$ cat src/rtl/input_controller.sv
// DE2 pushbutton/switch front end for the card game.
// Produces single-shot, prioritised commands behind a valid/ready buffer.
module input_controller #(
    parameter int DEBOUNCE_CYCLES = 500000,
    parameter int BET_W           = 8
) (
    input  logic             clk,
    input  logic             reset_n,
    input  logic [3:0]       key_n,
    input  logic [BET_W-1:0] sw,
    input  logic             cmd_ready,
    output logic             cmd_valid,
    output logic [1:0]       cmd,
    output logic [BET_W-1:0] cmd_bet,
    output logic [3:0]       key_level,
    output logic [7:0]       drop_count
);

    localparam int CNT_W = $clog2(DEBOUNCE_CYCLES + 1);
    localparam logic [CNT_W-1:0] CNT_LAST = CNT_W'(DEBOUNCE_CYCLES - 1);

    typedef enum logic {
        IDLE,
        PEND
    } state_t;

    logic [3:0]       r_key_s1;
    logic [3:0]       r_key_s2;
    logic [BET_W-1:0] r_sw_s1;
    logic [BET_W-1:0] r_sw_s2;
    logic [CNT_W-1:0] r_cnt [4];
    logic [3:0]       r_level;
    state_t           r_state;
    logic [1:0]       r_cmd;
    logic [BET_W-1:0] r_bet;
    logic [7:0]       r_drop;

    logic [3:0]       w_pressed;
    logic [3:0]       w_event;
    logic [2:0]       w_n_ev;
    logic [1:0]       w_top;
    state_t           w_next;
    logic             w_load;
    logic [2:0]       w_drop_n;
    logic [8:0]       w_drop_sum;

    assign w_pressed = ~r_key_s2;

    // Two-flop synchronizers; keys idle high (released) out of reset
    always_ff @(posedge clk) begin
        if (!reset_n) begin
            r_key_s1 <= '1;
            r_key_s2 <= '1;
            r_sw_s1  <= '0;
            r_sw_s2  <= '0;
        end else begin
            r_key_s1 <= key_n;
            r_key_s2 <= r_key_s1;
            r_sw_s1  <= sw;
            r_sw_s2  <= r_sw_s1;
        end
    end

    // Per-key debounce: level flips after DEBOUNCE_CYCLES differing samples
    always_ff @(posedge clk) begin
        if (!reset_n) begin
            for (int i = 0; i < 4; i++) r_cnt[i] <= '0;
            r_level <= '0;
        end else begin
            for (int i = 0; i < 4; i++) begin
                if (w_pressed[i] == r_level[i]) begin
                    r_cnt[i] <= '0;
                end else if (r_cnt[i] == CNT_LAST) begin
                    r_cnt[i]   <= '0;
                    r_level[i] <= ~r_level[i];
                end else begin
                    r_cnt[i] <= r_cnt[i] + 1'b1;
                end
            end
        end
    end

    // Press events fire in the cycle before key_level rises, so the
    // command lands on the same edge as the level
    always_comb begin
        w_event = '0;
        for (int i = 0; i < 4; i++) begin
            w_event[i] = w_pressed[i] & ~r_level[i] & (r_cnt[i] == CNT_LAST);
        end
    end

    assign w_n_ev = 3'(w_event[0]) + 3'(w_event[1])
                  + 3'(w_event[2]) + 3'(w_event[3]);

    // Priority encode: new game > deal > stand > hit
    always_comb begin
        w_top = 2'd0;
        if (w_event[3])      w_top = 2'd3;
        else if (w_event[2]) w_top = 2'd2;
        else if (w_event[1]) w_top = 2'd1;
    end

    // Next state, load strobe and number of events discarded this cycle
    always_comb begin
        w_next = r_state;
        w_load = 1'b0;
        unique case (r_state)
            IDLE: begin
                if (w_n_ev != 3'd0) begin
                    w_load = 1'b1;
                    w_next = PEND;
                end
            end
            PEND: begin
                if (cmd_ready) begin
                    if (w_n_ev != 3'd0) w_load = 1'b1;
                    else                w_next = IDLE;
                end
            end
        endcase
        w_drop_n = w_load ? (w_n_ev - 3'd1) : w_n_ev;
    end

    assign w_drop_sum = {1'b0, r_drop} + 9'(w_drop_n);

    // State register
    always_ff @(posedge clk) begin
        if (!reset_n) r_state <= IDLE;
        else          r_state <= w_next;
    end

    // Command buffer contents, captured with the synchronized bet
    always_ff @(posedge clk) begin
        if (!reset_n) begin
            r_cmd <= '0;
            r_bet <= '0;
        end else if (w_load) begin
            r_cmd <= w_top;
            r_bet <= r_sw_s2;
        end
    end

    // Saturating dropped-press counter
    always_ff @(posedge clk) begin
        if (!reset_n)          r_drop <= '0;
        else if (w_drop_sum[8]) r_drop <= 8'hFF;
        else                   r_drop <= w_drop_sum[7:0];
    end

    assign cmd_valid  = (r_state == PEND);
    assign cmd        = r_cmd;
    assign cmd_bet    = r_bet;
    assign key_level  = r_level;
    assign drop_count = r_drop;

endmodule

$ cat config.mk
export PLATFORM = sky130hd
export DESIGN_NAME = input_controller
export DESIGN_NICKNAME = d
export VERILOG_FILES = /design/src/rtl/input_controller.sv
export SDC_FILE = /design/constraint.sdc
export NUM_CORES = 1
export LEC_CHECK = 0
export ABC_AREA = 1
export CAP_MARGIN = 20
export CELL_PAD_IN_SITES_DETAIL_PLACEMENT = 1
export CELL_PAD_IN_SITES_GLOBAL_PLACEMENT = 2
export CORE_ASPECT_RATIO = 0.75
export CORE_UTILIZATION = 42
export DETAILED_ROUTE_END_ITERATION = 16
export DONT_BUFFER_PORTS = 1
export MAX_ROUTING_LAYER = met4
export PLACE_DENSITY_LB_ADDON = 0.1
export SETUP_SLACK_MARGIN = 0.3
export SKIP_LAST_GASP = 1
export SYNTH_ARGS = -nofsm -noshare
export SYNTH_HDL_FRONTEND = slang
export SYNTH_SLANG_ARGS = --single-unit
$ cat constraint.sdc
create_clock -name clk -period 10.59 [get_ports clk]
set_input_delay 2.6475 -clock clk [delete_from_list [all_inputs] [get_ports clk]]
set_output_delay 2.6475 -clock clk [all_outputs]
set_load 0.02 [all_outputs]
==> results of run 1 <==
==> synthesized netlist by cell type, types with 4 or more instances <==
library cell  instances  area, um^2
nand4_1              26         163
inv_1               128         480
nor2_4                4        45.0
o21ai_0              19        95.1
ha_1                 15         188
dfxtp_1              47         941
edfxtp_1             76        2280
clkbuf_1              6        22.5
nand3_2               6        60.1
nor3_1               22         110
or2_2                14        87.6
xnor2_1               4        35.0
xor2_1               27         236
a21oi_1              38         190
nand3_1              54         270
nand2_1             173         649
nor2_1              130         488
==> state kept, by name, indices dropped and copies added, names as in the netlist <==
signal      flops
r_sw_s2         8
r_sw_s1         8
drop_count      8
cmd             2
cmd_bet         8
r_key_s1        4
key_level       4
r_key_s2        4
cmd_valid       1
r_cnt          76
==> through the flow <==
step | power [W] | instance area, um^2
floorplan | 0.000580 | 6910
global placement | 0.000588 | 7110
detailed placement | 0.000591 | 7110
CTS | 0.00115 | 7670
global route | 0.00118 | 7670
finish | 0.00114 | 7670
==> worst reg2reg max path: stages, from the launching register on <==
cell	delay, ns
edfxtp_1	0.42
ha_1	0.32
nand3_2	0.16
inv_2	0.13
nand3_1	0.11
nor3_1	0.28
inv_1	0.11
fa_1	0.51
inv_1	0.04
ha_1	0.19
ha_1	0.29
inv_1	0.06
ha_1	0.21
nand2_1	0.08
nand2_1	0.25
inv_1	0.40
nand2_1	0.11
xor2_1	0.17
ha_1	0.36
a21oi_1	0.14
nor3_1	0.30
nand3_1	0.32
nand3_1	0.16
nand2_1	0.06
inv_1	0.05
==> power breakdown <==
part / total, W / internal [W] / switching, W
Combinational: 0.0000415 / 0.0000127 / 0.0000288
Sequential: 0.000540 / 0.000525 / 0.0000151
Clock: 0.000554 / 0.000338 / 0.000215
Total: 0.00114 / 0.000876 / 0.000259
==> logic make-up after synthesis <==
| family | synth area share (%) |
|---|---|
| other | 0.0565 |
| XOR/XNOR | 4.09 |
| AND/OR/NAND/NOR | 30.0 |
| buffers and inverters | 8.39 |
| AO/OA/AOI/OAI | 5.43 |
| adder cells (fa/ha/maj) | 3.43 |
| flip-flops | 48.6 |
==> per-layer routing <==
| metal | vias up | GRT usage (%) | share of wire, % |
|---|---|---|---|
| met1 | 2585 | 27.1 | 48 |
| li1 | 2747 | - | - |
| met4 | 0 | 5.98 | 0.93 |
| met5 | - | - | 0 |
| met3 | 13 | 6.71 | 5.2 |
| met2 | 68 | 33.7 | 46 |
==> worst min-delay path by stage <==
stage,from,end,slack [ns]
after floorplan,r_sw_s1[0]$_SDFF_PN0_,r_sw_s2[0]$_SDFF_PN0_,0.39
after global placement,r_key_s1[2]$_SDFF_PN1_,r_key_s2[2]$_SDFF_PN1_,0.39
after detailed placement,r_key_s1[2]$_SDFF_PN1_,r_key_s2[2]$_SDFF_PN1_,0.40
after CTS,r_key_s1[2]$_SDFF_PN1_,r_key_s2[2]$_SDFF_PN1_,0.41
after global routing,r_key_s1[2]$_SDFF_PN1_,r_key_s2[2]$_SDFF_PN1_,0.43
final,r_key_s1[2]$_SDFF_PN1_,r_key_s2[2]$_SDFF_PN1_,0.41
==> cells in the final DEF (no fill, tap or decap), drive strengths merged <==
master,count
clkbuf,22
o211a,1
xor2,27
edfxtp,76
dfxtp,47
o21ai,19
nand2,176
clkinv,7
conb,76
fa,2
nand3,60
xnor2,4
o211ai,1
nand4,26
nor2,137
nor3b,1
nor3,25
and3,1
nand3b,3
or2,15
inv,134
ha,15
o21bai,1
a21oi,40
a31oi,3
==> layout make-up <==
type	count	area [um^2]	share of cell area, %
inverter	131	492	6.41
clock buffer	22	507	6.60
tap	205	256	3.34
clock inverter	10	60.1	0.783
multi-input combinational	633	3130	40.9
sequential	123	3220	42.0
==> impl_metrics.csv, run 1 <==
group,metric,value,unit
routing,num_vias,5413,
worst_hold_path,hold_path_class,"register to register",
job,cap_violations,0,
timing,tightestPinTransition,0.571,ns
timing,fin_ws,5.30,ns
critical_path,worstReg2RegEnd,"drop_count[3]$_SDFF_PN0_",
final_layout,final_cells,1124,
timing,rsz0062_at_grt,"false",
critical_path,cp-start-kind,"register",
clocking,cts_tree,"done",
yosys,syn_avg_cell_area,8.06,um^2
final_layout,layout.nets,938,
global_route,grt.overflow.total,0,
clocking,h-tree-depth,4,
yosys,synth-edff-count,76,
timing,fin_crit_sh,49.9,%
power_and_ir_drop,p_leak,3.33,nW
clocking,clkLatencyLatePin,0.42,ns
critical_path,crit_path_start,"r_cnt[1][0]$_SDFFCE_PN0P_",
critical_path,crit_end,"drop_count[3]$_SDFF_PN0_",
clocking,hold_buffers,0,
place,pre_cts_slack,5.37,ns
critical_path,worst_setup_path_end_kind,"register",
floorplan,die_h,111,um
global_route,grt_start_max_net_pins,38,
clocking,cts.root.buffer_cell,"clkbuf_16",
clocking,cts_resized,0,
yosys,ys_types,36,
run_status,outcome,"complete, no violations",
clocking,cts_buffer_depth,2,
routing,drcViolationCount,0,
clocking,numClockSinks,123,
timing,worst_clock_skew,0.00987,ns
routing,drt_pass1_iterations,4,
yosys,synth_seq_cells,123,
critical_path,path_max_fanout,13,
critical_path,crit_buf_inv,6,
global_route,antenna_found_initial,0,
critical_path,path_class,"register to register",
timing,slew_headroom,61.7,%
critical_path,path_depth,24,
floorplan,dieArea,16300,um^2
place,post-dp-hpwl,12200,um
critical_path,worst-r2r-cell-count,24,
routing,via_per_inst,4.82,
yosys,netlist_instances,823,
place,place_inst,1092,
yosys,syn_area,6630,um^2
critical_path,cp_data_arrival_time,5.65,ns
timing,min_period,5.29,ns
floorplan,rows,39,
worst_hold_path,whs_path_depth,1,
yosys,synth_flop_cell,"edfxtp_1",
yosys,seq_area_frac_synth,48.6,%
yosys,ys_warn_count,0,
global_route,grt_pass1_wl,26900,um
place,port_buffers,0,
timing,final_max_slew_viol_count,0,
clocking,cts.clk_slew.worst_paths,0.05,ns
power_and_ir_drop,pwr_density_cell,148,nW/um^2
critical_path,r2r_slack,5.30,ns
critical_path,cpLargestDelayFamily,"adder cells",
critical_path,r2r_start,"r_cnt[1][0]$_SDFFCE_PN0P_",
critical_path,slowest_stage,"fa_1",
floorplan,dieWidth,147,um
routing,wirelength,16000,um
timing,final-setup-viol-count,0,
clocking,post_cts_buffers,0,
power_and_ir_drop,ir_drop,94.3,uV
critical_path,cp.required,10.95,ns
timing,holdWs,0.411,ns
final_layout,n_antenna_cell,0,
floorplan,core,15300,um^2
timing,fin_setup_tns,0,ns
yosys,synthArstFlopShare,0,%
final_layout,n_fill_cell,1962,
critical_path,slowest_delay,0.51,ns
routing,dr.first_iter.drc_count,227,
place,place_congestion,0.882,
floorplan,num_io_pins,38,
final_layout,drive_gt1_share,7.62,%
clocking,numCtsBuffers,17,
timing,hold_viol,0,
critical_path,cp_cell_sequence,"ha_1 -> nand3_2 -> inv_2 -> nand3_1 -> nor3_1 -> inv_1 -> fa_1 -> inv_1 -> ha_1 -> ha_1 -> inv_1 -> ha_1 -> nand2_1 -> nand2_1 -> inv_1 -> nand2_1 -> xor2_1 -> ha_1 -> a21oi_1 -> nor3_1 -> nand3_1 -> nand3_1 -> nand2_1 -> inv_1",
floorplan,initial_core_util,43.3,%
routing,ant_nets,0,
final_layout,area_growth,15.7,%
timing,fmax,0.189,GHz
final_layout,final_util,50.1,%
global_route,track_usage,21.6,%
routing,wl_per_cell,14.2,um
global_route,grt_pass1_vias,5507,
(Power assumes the default switching activity.)
==> inputs of run 2 (changes only) <==
- CORE_UTILIZATION: 42 -> 35
- clock period: 10.59 -> 4.65 ns (I/O delays scaled with it)
==> impl_metrics.csv, run 2 (same netlist as run 1, synthesis figures left out) <==
group,metric,value,unit
floorplan,rows,43,
critical_path,cp_common_cell,"inv_2",
floorplan,dieWidth,161,um
final_layout,top_register,"r_cnt",
timing,hold_viol,0,
floorplan,die_h,121,um
timing,fin_crit_sh,89.0,%
timing,final-setup-viol-count,0,
routing,drt_pass1_iterations,4,
critical_path,cp_cell_sequence,"inv_2 -> nand2_1 -> nor2_2 -> nand2_2 -> nor3_4 -> inv_2 -> fa_1 -> inv_1 -> ha_2 -> ha_4 -> inv_1 -> ha_2 -> nand2_2 -> nand2_2 -> xor2_2 -> ha_2 -> inv_2 -> fa_2 -> inv_2 -> a21oi_2 -> nor3_2 -> nand3_2 -> a31oi_1",
worst_hold_path,whs_path_depth,1,
critical_path,worst_setup_path_end_kind,"register",
global_route,antenna_found_initial,0,
routing,ant_nets,0,
routing,wirelength,16900,um
power_and_ir_drop,p_leak,3.56,nW
power_and_ir_drop,pwr-share-comb,4.5,%
routing,dr.first_iter.drc_count,343,
timing,tightestPinTransition,0.530,ns
place,place_congestion,0.830,
power_and_ir_drop,p_switching,0.000656,W
clocking,clkLatencyLatePin,0.42,ns
power_and_ir_drop,clock_power_share,48.1,%
power_and_ir_drop,pwr_density_cell,316,nW/um^2
global_route,grt_pass1_wl,28100,um
clocking,cts_tree,"done",
worst_hold_path,worstHoldEndpoint,"r_key_s2[0]$_SDFF_PN1_",
final_layout,n_fill_cell,2311,
power_and_ir_drop,internal_power,0.00193,W
routing,via_per_inst,4.64,
routing,wl_per_cell,14.0,um
final_layout,final_cell_mix,"nand2_1, nor2_1, inv_1",
timing,fin_ws,0.512,ns
final_layout,largest_reg_flops,76,
timing,slew_headroom,64.5,%
floorplan,num_io_pins,38,
global_route,grt.overflow.total,0,
global_route,grt_start_max_net_pins,38,
floorplan,core,18500,um^2
place,port_buffers,0,
critical_path,path_class,"register to register",
place,pre_cts_slack,-0.0650,ns
worst_hold_path,hold_path_class,"register to register",
clocking,numCtsBuffers,17,
place,post-dp-hpwl,12500,um
clocking,cts.root.buffer_cell,"clkbuf_16",
timing,rsz0062_at_grt,"false",
timing,worst_clock_skew,0.00885,ns
final_layout,mostFrequentLayoutCell,"nand2_1",
timing,fmax,0.242,GHz
critical_path,cpLargestDelayFamily,"adder cells",
critical_path,worst-r2r-cell-count,23,
critical_path,cp_data_arrival_time,4.49,ns
power_and_ir_drop,p_seq_share,47.5,%
critical_path,cp-start-kind,"register",
timing,fin_setup_tns,0,ns
critical_path,path_max_fanout,7,
global_route,grt_pass1_vias,5800,
power_and_ir_drop,p_sw_share,25.4,%
critical_path,r2r_start,"r_cnt[1][11]$_SDFFCE_PN0P_",
critical_path,r2r_slack,0.51,ns
clocking,hold_buffers,0,
final_layout,layout.nets,980,
clocking,h-tree-depth,4,
critical_path,slowest_delay,0.53,ns
timing,min_period,4.14,ns
global_route,track_usage,19.1,%
critical_path,crit_buf_inv,6,
routing,num_vias,5601,
worst_hold_path,min_from,"r_key_s1[0]$_SDFF_PN1_",
clocking,cts_buffer_depth,2,
final_layout,n_antenna_cell,0,
run_status,outcome,"complete, no violations",
final_layout,drive_gt1_share,15.1,%
critical_path,cp.required,5.00,ns
critical_path,worstReg2RegEnd,"drop_count[4]$_SDFF_PN0_",
clocking,cts.clk_slew.worst_paths,0.06,ns
final_layout,area_growth,23.2,%
floorplan,dieArea,19500,um^2
clocking,numClockSinks,123,
job,cap_violations,0,
timing,final_max_slew_viol_count,0,
critical_path,slowest_stage,"fa_1",
floorplan,initial_core_util,35.8,%
routing,drcViolationCount,0,
power_and_ir_drop,ir_drop,223,uV
==> run 2: timing repair <==
item	CTS	global route
pin swaps	7	15
endpoints found under the setup margin	8	8
resized for setup	18	25
cloned	0	0
buffers inserted	9	24
==> run 2: worst max path at each step <==
| stage | endpoint | startpoint | cells after the start | slack [ns] |
|---|---|---|---|---|
| final | drop_count[4]$_SDFF_PN0_ | r_cnt[1][11]$_SDFFCE_PN0P_ | 23 | 0.51 |
| after global routing | drop_count[4]$_SDFF_PN0_ | r_cnt[1][11]$_SDFFCE_PN0P_ | 23 | 0.23 |
| after CTS | drop_count[5]$_SDFF_PN0_ | r_cnt[1][1]$_SDFFCE_PN0P_ | 25 | 0.31 |
| after detailed placement | drop_count[5]$_SDFF_PN0_ | r_cnt[1][1]$_SDFFCE_PN0P_ | 25 | -0.06 |
| after global placement | drop_count[7]$_SDFF_PN0_ | r_cnt[3][0]$_SDFFCE_PN0P_ | 25 | 0.17 |
| after floorplan | drop_count[3]$_SDFF_PN0_ | r_cnt[1][0]$_SDFFCE_PN0P_ | 26 | 0.31 |
==> run 2: power groups by stage <==
stage | sequential, W | clock, W | combinational, W
after floorplan | 0.00124 | 0 | 0.0000796
after global placement | 0.00125 | 0 | 0.0000946
after detailed placement | 0.00125 | 0 | 0.0000973
after CTS | 0.00123 | 0.00128 | 0.000103
after global routing | 0.00123 | 0.00133 | 0.000133
final | 0.00123 | 0.00124 | 0.000116
==> run 2: final cells by class <==
| class | count | area, um^2 | area share [%] |
|---|---|---|---|
| Timing Repair Buffer | 42 | 319 | 3.90 |
| Sequential cell | 123 | 3220 | 39.4 |
| Inverter | 131 | 494 | 6.05 |
| Multi-Input combinational cell | 633 | 3290 | 40.3 |
| Clock inverter | 14 | 108 | 1.32 |
| Clock buffer | 18 | 429 | 5.25 |
| Tap cell | 247 | 309 | 3.78 |
==> run 2: per-stage QoR <==
stage / instances / total power (W) / hold WS (ns) / area [um^2] / util [%]
3_3_place_gp: 1143 / 0.00134 / 0.395 / 7230 / 39.0
2_1_floorplan: 898 / 0.00132 / 0.390 / 6920 / -
4_1_cts: 1184 / 0.00261 / 0.415 / 7910 / 42.8
5_1_grt: 1208 / 0.00269 / 0.423 / 8170 / 44.2
6_report: 1208 / 0.00259 / 0.413 / 8170 / 44.2
3_5_place_dp: 1143 / 0.00135 / 0.402 / 7230 / 39.0
==> run 2: routing by layer <==
layer	vias up	track usage, %	wire length [um]
met4	0	6.19	177
met1	2691	24.4	8320
li1	2844	-	-
met3	15	5.33	732
met5	-	-	0
met2	51	29.3	7690
